`src/rtl/pipe_hazard_ctrl.sv`:
```
`default_nettype none
// ============================================================================
// Module   : pipe_hazard_ctrl
// Purpose  : Pipeline control unit for the 5-stage core. Produces the
//            write-enable / flush pair for each stage register (IF/ID, ID/EX,
//            EX/MEM, MEM/WB), the PC write enable and the EX-stage operand
//            forwarding selects. Resolves load-use hazards, taken
//            branch/jump redirects and multi-cycle MDU stalls.
//            All control outputs are combinational from the inputs and the
//            internal state, so the stage registers sample them on the same
//            clock edge.
// Option   : define PIPE_PERF_CNT_EN to build the stall/flush performance
//            counters; otherwise stall_cnt_o / flush_cnt_o are tied to zero.
// Ports    :
//   clk_i, rst_ni            core clock (rising edge), async active-low reset
//   id_rs1_i/id_rs2_i        ID source registers, id_use_rs*_i read flags
//   ex_rs1_i/ex_rs2_i/ex_rd_i  ID/EX sources and EX destination
//   ex_mem_read_i            EX instruction is a load
//   ex_redirect_i            taken branch/jump resolved in EX
//   ex_mdu_start_i           first EX cycle of a multi-cycle mul/div
//   mdu_done_i               MDU result valid this cycle
//   mem_rd_i/wb_rd_i, mem_reg_write_i/wb_reg_write_i  MEM/WB writers
//   pc_write_o               PC update enable
//   *_we_o / *_flush_o       stage-register controls
//   fwd_a_o/fwd_b_o          00 = regfile, 01 = EX/MEM, 10 = MEM/WB
//   mdu_timeout_o            sticky MDU timeout error flag
//   stall_cnt_o/flush_cnt_o  performance counters
// Revision : 1.0 - initial release
// ============================================================================
module pipe_hazard_ctrl #(
   parameter int unsigned MDU_TIMEOUT = 64,
   parameter int unsigned CNT_W       = 32
) (
   input  logic             clk_i,
   input  logic             rst_ni,
   input  logic [4:0]       id_rs1_i,
   input  logic [4:0]       id_rs2_i,
   input  logic             id_use_rs1_i,
   input  logic             id_use_rs2_i,
   input  logic [4:0]       ex_rs1_i,
   input  logic [4:0]       ex_rs2_i,
   input  logic [4:0]       ex_rd_i,
   input  logic             ex_mem_read_i,
   input  logic             ex_redirect_i,
   input  logic             ex_mdu_start_i,
   input  logic             mdu_done_i,
   input  logic [4:0]       mem_rd_i,
   input  logic [4:0]       wb_rd_i,
   input  logic             mem_reg_write_i,
   input  logic             wb_reg_write_i,
   output logic             pc_write_o,
   output logic             ifid_we_o,
   output logic             ifid_flush_o,
   output logic             idex_we_o,
   output logic             idex_flush_o,
   output logic             exmem_we_o,
   output logic             exmem_flush_o,
   output logic             memwb_we_o,
   output logic             memwb_flush_o,
   output logic [1:0]       fwd_a_o,
   output logic [1:0]       fwd_b_o,
   output logic             mdu_timeout_o,
   output logic [CNT_W-1:0] stall_cnt_o,
   output logic [CNT_W-1:0] flush_cnt_o
);

   // MDU_TIMEOUT is bounded to 65535, so 16 bits always hold the busy count.
   localparam int unsigned      BUSY_W    = 16;
   localparam logic [BUSY_W-1:0] BUSY_LAST = BUSY_W'(MDU_TIMEOUT - 1);
   localparam logic [BUSY_W-1:0] BUSY_ONE  = {{(BUSY_W-1){1'b0}}, 1'b1};

   typedef enum logic [0:0] {
      ST_RUN      = 1'b0,
      ST_MDU_BUSY = 1'b1
   } state_e;

   state_e            state_q, state_d;
   logic [BUSY_W-1:0] busy_cnt_q, busy_cnt_d;
   logic              timeout_q, timeout_d;
   logic              load_use;

   // Load into a register the ID instruction really reads; x0 never hazards.
   assign load_use = ex_mem_read_i && (ex_rd_i != 5'd0) &&
                     ((id_use_rs1_i && (id_rs1_i == ex_rd_i)) ||
                      (id_use_rs2_i && (id_rs2_i == ex_rd_i)));

   // MEM result is younger than WB, so it wins; x0 is never forwarded.
   function automatic logic [1:0] fwd_sel(input logic [4:0] rs,
                                          input logic [4:0] m_rd,
                                          input logic       m_we,
                                          input logic [4:0] w_rd,
                                          input logic       w_we);
      logic [1:0] sel;
      sel = 2'b00;
      if (m_we && (m_rd != 5'd0) && (m_rd == rs)) begin
         sel = 2'b01;
      end else if (w_we && (w_rd != 5'd0) && (w_rd == rs)) begin
         sel = 2'b10;
      end
      return sel;
   endfunction

   always_comb begin
      state_d       = state_q;
      busy_cnt_d    = busy_cnt_q;
      timeout_d     = timeout_q;
      pc_write_o    = 1'b0;
      ifid_we_o     = 1'b0;
      ifid_flush_o  = 1'b0;
      idex_we_o     = 1'b0;
      idex_flush_o  = 1'b0;
      exmem_we_o    = 1'b0;
      exmem_flush_o = 1'b0;
      memwb_we_o    = 1'b0;
      memwb_flush_o = 1'b0;
      fwd_a_o       = fwd_sel(ex_rs1_i, mem_rd_i, mem_reg_write_i,
                              wb_rd_i, wb_reg_write_i);
      fwd_b_o       = fwd_sel(ex_rs2_i, mem_rd_i, mem_reg_write_i,
                              wb_rd_i, wb_reg_write_i);

      case (state_q)
         ST_RUN: begin
            if (ex_mdu_start_i) begin
               // Front end and EX held; the older MEM instruction drains.
               memwb_we_o = 1'b1;
               if (mdu_done_i) begin
                  // Single-cycle op: result is written straight away.
                  exmem_we_o = 1'b1;
               end else begin
                  exmem_flush_o = 1'b1;
                  state_d       = ST_MDU_BUSY;
                  busy_cnt_d    = '0;
               end
            end else if (ex_redirect_i) begin
               // The ID instruction is squashed, so a load-use is moot.
               pc_write_o   = 1'b1;
               ifid_flush_o = 1'b1;
               idex_flush_o = 1'b1;
               exmem_we_o   = 1'b1;
               memwb_we_o   = 1'b1;
            end else if (load_use) begin
               // Hold PC and IF/ID, insert a bubble into ID/EX.
               idex_flush_o = 1'b1;
               exmem_we_o   = 1'b1;
               memwb_we_o   = 1'b1;
            end else begin
               pc_write_o = 1'b1;
               ifid_we_o  = 1'b1;
               idex_we_o  = 1'b1;
               exmem_we_o = 1'b1;
               memwb_we_o = 1'b1;
            end
         end

         ST_MDU_BUSY: begin
            memwb_we_o = 1'b1;
            if (mdu_done_i || (busy_cnt_q == BUSY_LAST)) begin
               // Completion (or forced completion) cycle: capture EX result.
               exmem_we_o = 1'b1;
               state_d    = ST_RUN;
               busy_cnt_d = '0;
               if (!mdu_done_i) begin
                  timeout_d = 1'b1;
               end
            end else begin
               exmem_flush_o = 1'b1;
               busy_cnt_d    = busy_cnt_q + BUSY_ONE;
            end
         end

         default: begin
            state_d = ST_RUN;
         end
      endcase

      // Every control is quiet while reset is asserted.
      if (!rst_ni) begin
         pc_write_o    = 1'b0;
         ifid_we_o     = 1'b0;
         ifid_flush_o  = 1'b0;
         idex_we_o     = 1'b0;
         idex_flush_o  = 1'b0;
         exmem_we_o    = 1'b0;
         exmem_flush_o = 1'b0;
         memwb_we_o    = 1'b0;
         memwb_flush_o = 1'b0;
         fwd_a_o       = 2'b00;
         fwd_b_o       = 2'b00;
      end
   end

   always_ff @(posedge clk_i or negedge rst_ni) begin
      if (!rst_ni) begin
         state_q    <= ST_RUN;
         busy_cnt_q <= '0;
         timeout_q  <= 1'b0;
      end else begin
         state_q    <= state_d;
         busy_cnt_q <= busy_cnt_d;
         timeout_q  <= timeout_d;
      end
   end

   assign mdu_timeout_o = timeout_q;

`ifdef PIPE_PERF_CNT_EN
   localparam logic [CNT_W-1:0] CNT_ONE = {{(CNT_W-1){1'b0}}, 1'b1};

   logic [CNT_W-1:0] stall_cnt_q;
   logic [CNT_W-1:0] flush_cnt_q;

   always_ff @(posedge clk_i or negedge rst_ni) begin
      if (!rst_ni) begin
         stall_cnt_q <= '0;
         flush_cnt_q <= '0;
      end else begin
         if (!pc_write_o) begin
            stall_cnt_q <= stall_cnt_q + CNT_ONE;
         end
         if (ifid_flush_o || idex_flush_o) begin
            flush_cnt_q <= flush_cnt_q + CNT_ONE;
         end
      end
   end

   assign stall_cnt_o = stall_cnt_q;
   assign flush_cnt_o = flush_cnt_q;
`else
   assign stall_cnt_o = '0;
   assign flush_cnt_o = '0;
`endif

endmodule
`default_nettype wire

```
`config.mk`:
```
export PLATFORM = sky130hd
export DESIGN_NAME = pipe_hazard_ctrl
export DESIGN_NICKNAME = d
export VERILOG_FILES = /design/src/rtl/pipe_hazard_ctrl.sv
export SDC_FILE = /design/constraint.sdc
export NUM_CORES = 1
export LEC_CHECK = 0
export ABC_AREA = 1
export BUFFER_PORTS_ARGS = -buffer_cell sky130_fd_sc_hd__buf_2
export CAP_MARGIN = 10
export CORE_UTILIZATION = 46
export CTS_BUF_LIST = sky130_fd_sc_hd__clkbuf_8
export CTS_CLUSTER_DIAMETER = 30
export CTS_CLUSTER_SIZE = 10
export DETAILED_ROUTE_END_ITERATION = 16
export GPL_TIMING_DRIVEN = 0
export PLACE_DENSITY = 0.93
export SKIP_CTS_REPAIR_TIMING = 1
export SYNTH_ARGS = -nofsm -noshare
export SYNTH_HDL_FRONTEND = slang
export SYNTH_SLANG_ARGS = --single-unit
export TNS_END_PERCENT = 10
```
`constraint.sdc`:
```
create_clock -name clk_i -period 1.6 [get_ports clk_i]
set_input_delay 0.16 -clock clk_i [delete_from_list [all_inputs] [get_ports clk_i]]
set_output_delay 0.16 -clock clk_i [all_outputs]
set_load 0.01 [all_outputs]
```
==> metrics.md <==
| Metric | Value |
|---|---|
| Post-Syn Area | `2172 um2` |
| Busiest layer in global routing | `met2` |
| First-pass GRT wire length | `8004 um` |
| Total core area | `4444 um2` |
| Fin crit period | `1677 ps` |
| Final #Nets | `523` |
| Routed WL per cell | `9.886 um` |
| GR Overflow Total | `0` |
| I/O pin total | `123` |
| Period utilization | `1.048` |
| H-tree levels | `1` |
| Total GRT Usage | `0.1958` |
| Row count | `24` |
| Largest net degree at the start of global routing | `23` |
| Reg clk slew, reported paths | `70 ps` |
| Full die area | `5001 um2` |
| Vias in the first global route | `1980` |
| Syn Area/Cell | `6.333 um2` |
| Failing checks | `DRC, setup timing` |
| Final Power | `1.576 mW` |
| Critical path capture point type | `output port` |
| Library cells used by synthesis | `27` |
| Post-route ant nets | `0` |
| Max Cap Viol | `0` |
| FILL cells | `394` |
| Setup ws final | `-76.92 ps` |
| CTS tree | `built` |
| CTS Root Cell | `clkbuf_8` |
| Area grow syn2layout | `35.71%` |
| Seq/Total Area, Yosys | `0.2074` |
| FMAX | `0.5963 GHz` |
| Global placement routability congestion | `0.8627` |
| Yosys warnings | `0` |
| Worst path required time | `1440 ps` |
| Startpoint types | `flip-flop` |
| Worst Path Class, Setup | `reg2out` |
| Die H | `70.72 um` |
| Status | `finished with violations` |
| Fin. max-slew vios | `0` |
| Met3 GRT Util | `0.03704` |
| Met1 Use GR | `0.2102` |
| DP Wirelength | `4199 um` |
| Least-Margin Pin Slew | `832.2 ps` |
| Met2 GRT Util | `0.3835` |
| Pre-CTS WS | `-159.5 ps` |
| Initial Util | `0.4887` |
| HP Class | `in2reg` |
| Arr. time, crit path | `1520 ps` |
| Clock latency on the worst-skew pair | `260 ps` |
| Max VDD drop | `0.0002937 V` |
| Routed vias/inst | `4.307` |
| Initial antenna violation count | `0` |
| TNS Setup | `-157.3 ps` |
| # clock sinks | `18` |
| Post-synthesis register bit count | `18` |
| Diode count | `0` |
| Unrepaired setup endpoints after global routing | `true` |
| Fin. Hold Viols | `0` |
| Slew HR | `0.4434` |
| Leak | `1.737 nW` |
| Initial drt markers | `116` |
| # port buffers | `57` |
| Layout cells sized above 1 | `0.3340` |
| PwrDens | `534.6 nW/um2` |
| Syn Inst Count | `343` |
| Setup violators final | `3` |
| Worst-path maximum fanout | `3` |
| Clk_skew | `2.660 ps` |
| DRC viols | `6` |
| Longest Clk Path Bufs | `2` |
| Total routed wirelength | `5220 um` |
| 1st-pass router iterations | `10` |
| DIE WIDTH | `70.72 um` |
| Routed vias | `2274` |
| CTS Buf Count | `3` |
==> Yosys cell counts <==
cell type,count,area (um2)
nand3_1,14,70.07
dfrtp_1,18,450.4
buf_4,67,503.0
nand2_1,89,334.1
inv_2,1,3.750
o22ai_1,5,31.28
o21ai_1,8,40.04
nand3_4,1,17.52
nand4_1,5,31.28
xnor2_1,11,96.34
nand3_2,1,10.01
inv_1,42,157.7
buf_6,1,11.26
nor3_1,3,15.01
o21bai_1,1,7.510
xor2_1,13,113.9
o21ai_2,1,8.760
nand2_2,2,12.51
nor2_1,46,172.7
conb_1,1,3.750
or2_2,1,6.260
a21oi_1,3,15.01
o21ai_0,5,25.02
ha_1,1,12.51
nor2_2,1,6.260
nor2_4,1,11.26
buf_2,1,5.000
==> through the flow <==
stage	std cells	hold slack [ps]	util	instance area, um2
after CTS	520	-135.0	0.6340	2818
after detailed placement	516	145.0	0.6216	2763
final	528	279.7	0.6633	2948
after global placement	516	140.1	0.6216	2763
after global routing	528	297.1	0.6633	2948
after floorplan	407	-135.6	-	2412
==> kinds of logic after synthesis <==
family	Yosys count	share of synthesized area
XOR/XNOR	24	0.09677
other	1	0.001726
buffers and inverters	112	0.3134
AND/OR/NAND/NOR	164	0.3162
adder cells (fa/ha/maj)	1	0.005759
flip-flops	18	0.2074
AO/OA/AOI/OAI	23	0.05875
==> path summary, 6_finish.rpt <==
check,start,to,slack [ps],cells after the start
min reg2reg,mdu_timeout_o$_DFFE_PN0P_,mdu_timeout_o$_DFFE_PN0P_,460,2
max reg2reg,busy_cnt_q[1]$_DFFE_PN0P_,busy_cnt_q[5]$_DFFE_PN0P_,130,8
max,busy_cnt_q[1]$_DFFE_PN0P_,exmem_flush_o,-80,7
max in group asynchronous,rst_ni,state_q$_DFF_PN0_,410,2
min,mdu_done_i,state_q$_DFF_PN0_,280,4
min in group asynchronous,rst_ni,busy_cnt_q[6]$_DFFE_PN0P_,630,2
==> worst max-delay path, cell delays in order, from the launching register on <==
cell and delay, ps:
dfrtp_1 430, ha_4 180, nand3_4 90, nor2_4 100
nand2_2 80, a21oi_2 180, nor3_2 50, buf_2 140
==> power breakdown <==
group	internal, mW	switching [mW]	leakage (nW)
Clock	0.219	0.167	0.0288
Combinational	0.313	0.352	1.47
Sequential	0.482	0.0431	0.237
==> registers in the layout, indices dropped and copies added, names as in the netlist <==
name / flops
busy_cnt_q: 16
mdu_timeout_o: 1
state_q: 1
==> layer usage <==
metal	vias up	wire, um	part of all wire
met5	-	0	0
met4	0	73	0.014
met3	10	322	0.062
met2	94	2848	0.55
met1	989	1976	0.38
li1	1181	-	-
==> cell type report <==
type	instances	area, um2	area share
clock buffers	4	55.05	0.01868
well taps	52	65.06	0.02207
inverters	43	161.4	0.05475
repair buffers	65	350.3	0.1188
flip-flops and latches	18	455.4	0.1545
multi-input cells	277	1341	0.4550
plain buffers	69	519.2	0.1761
==> placed cells by master (no fill, tap or decap), drive strengths merged <==
cell,netlist,layout
nand4,5,5
nor3,3,3
o21ai,14,14
clkbuf,0,5
inv,43,43
o22ai,5,5
xnor2,11,11
dfrtp,18,18
nand3,16,16
conb,1,65
a21oi,3,3
ha,1,1
o21bai,1,1
buf,69,132
xor2,13,13
or2,1,1
dlygate4sd3,0,1
nand2,91,91
nor2,48,48
No activity file was read; power rests on OpenSTA's default activity.
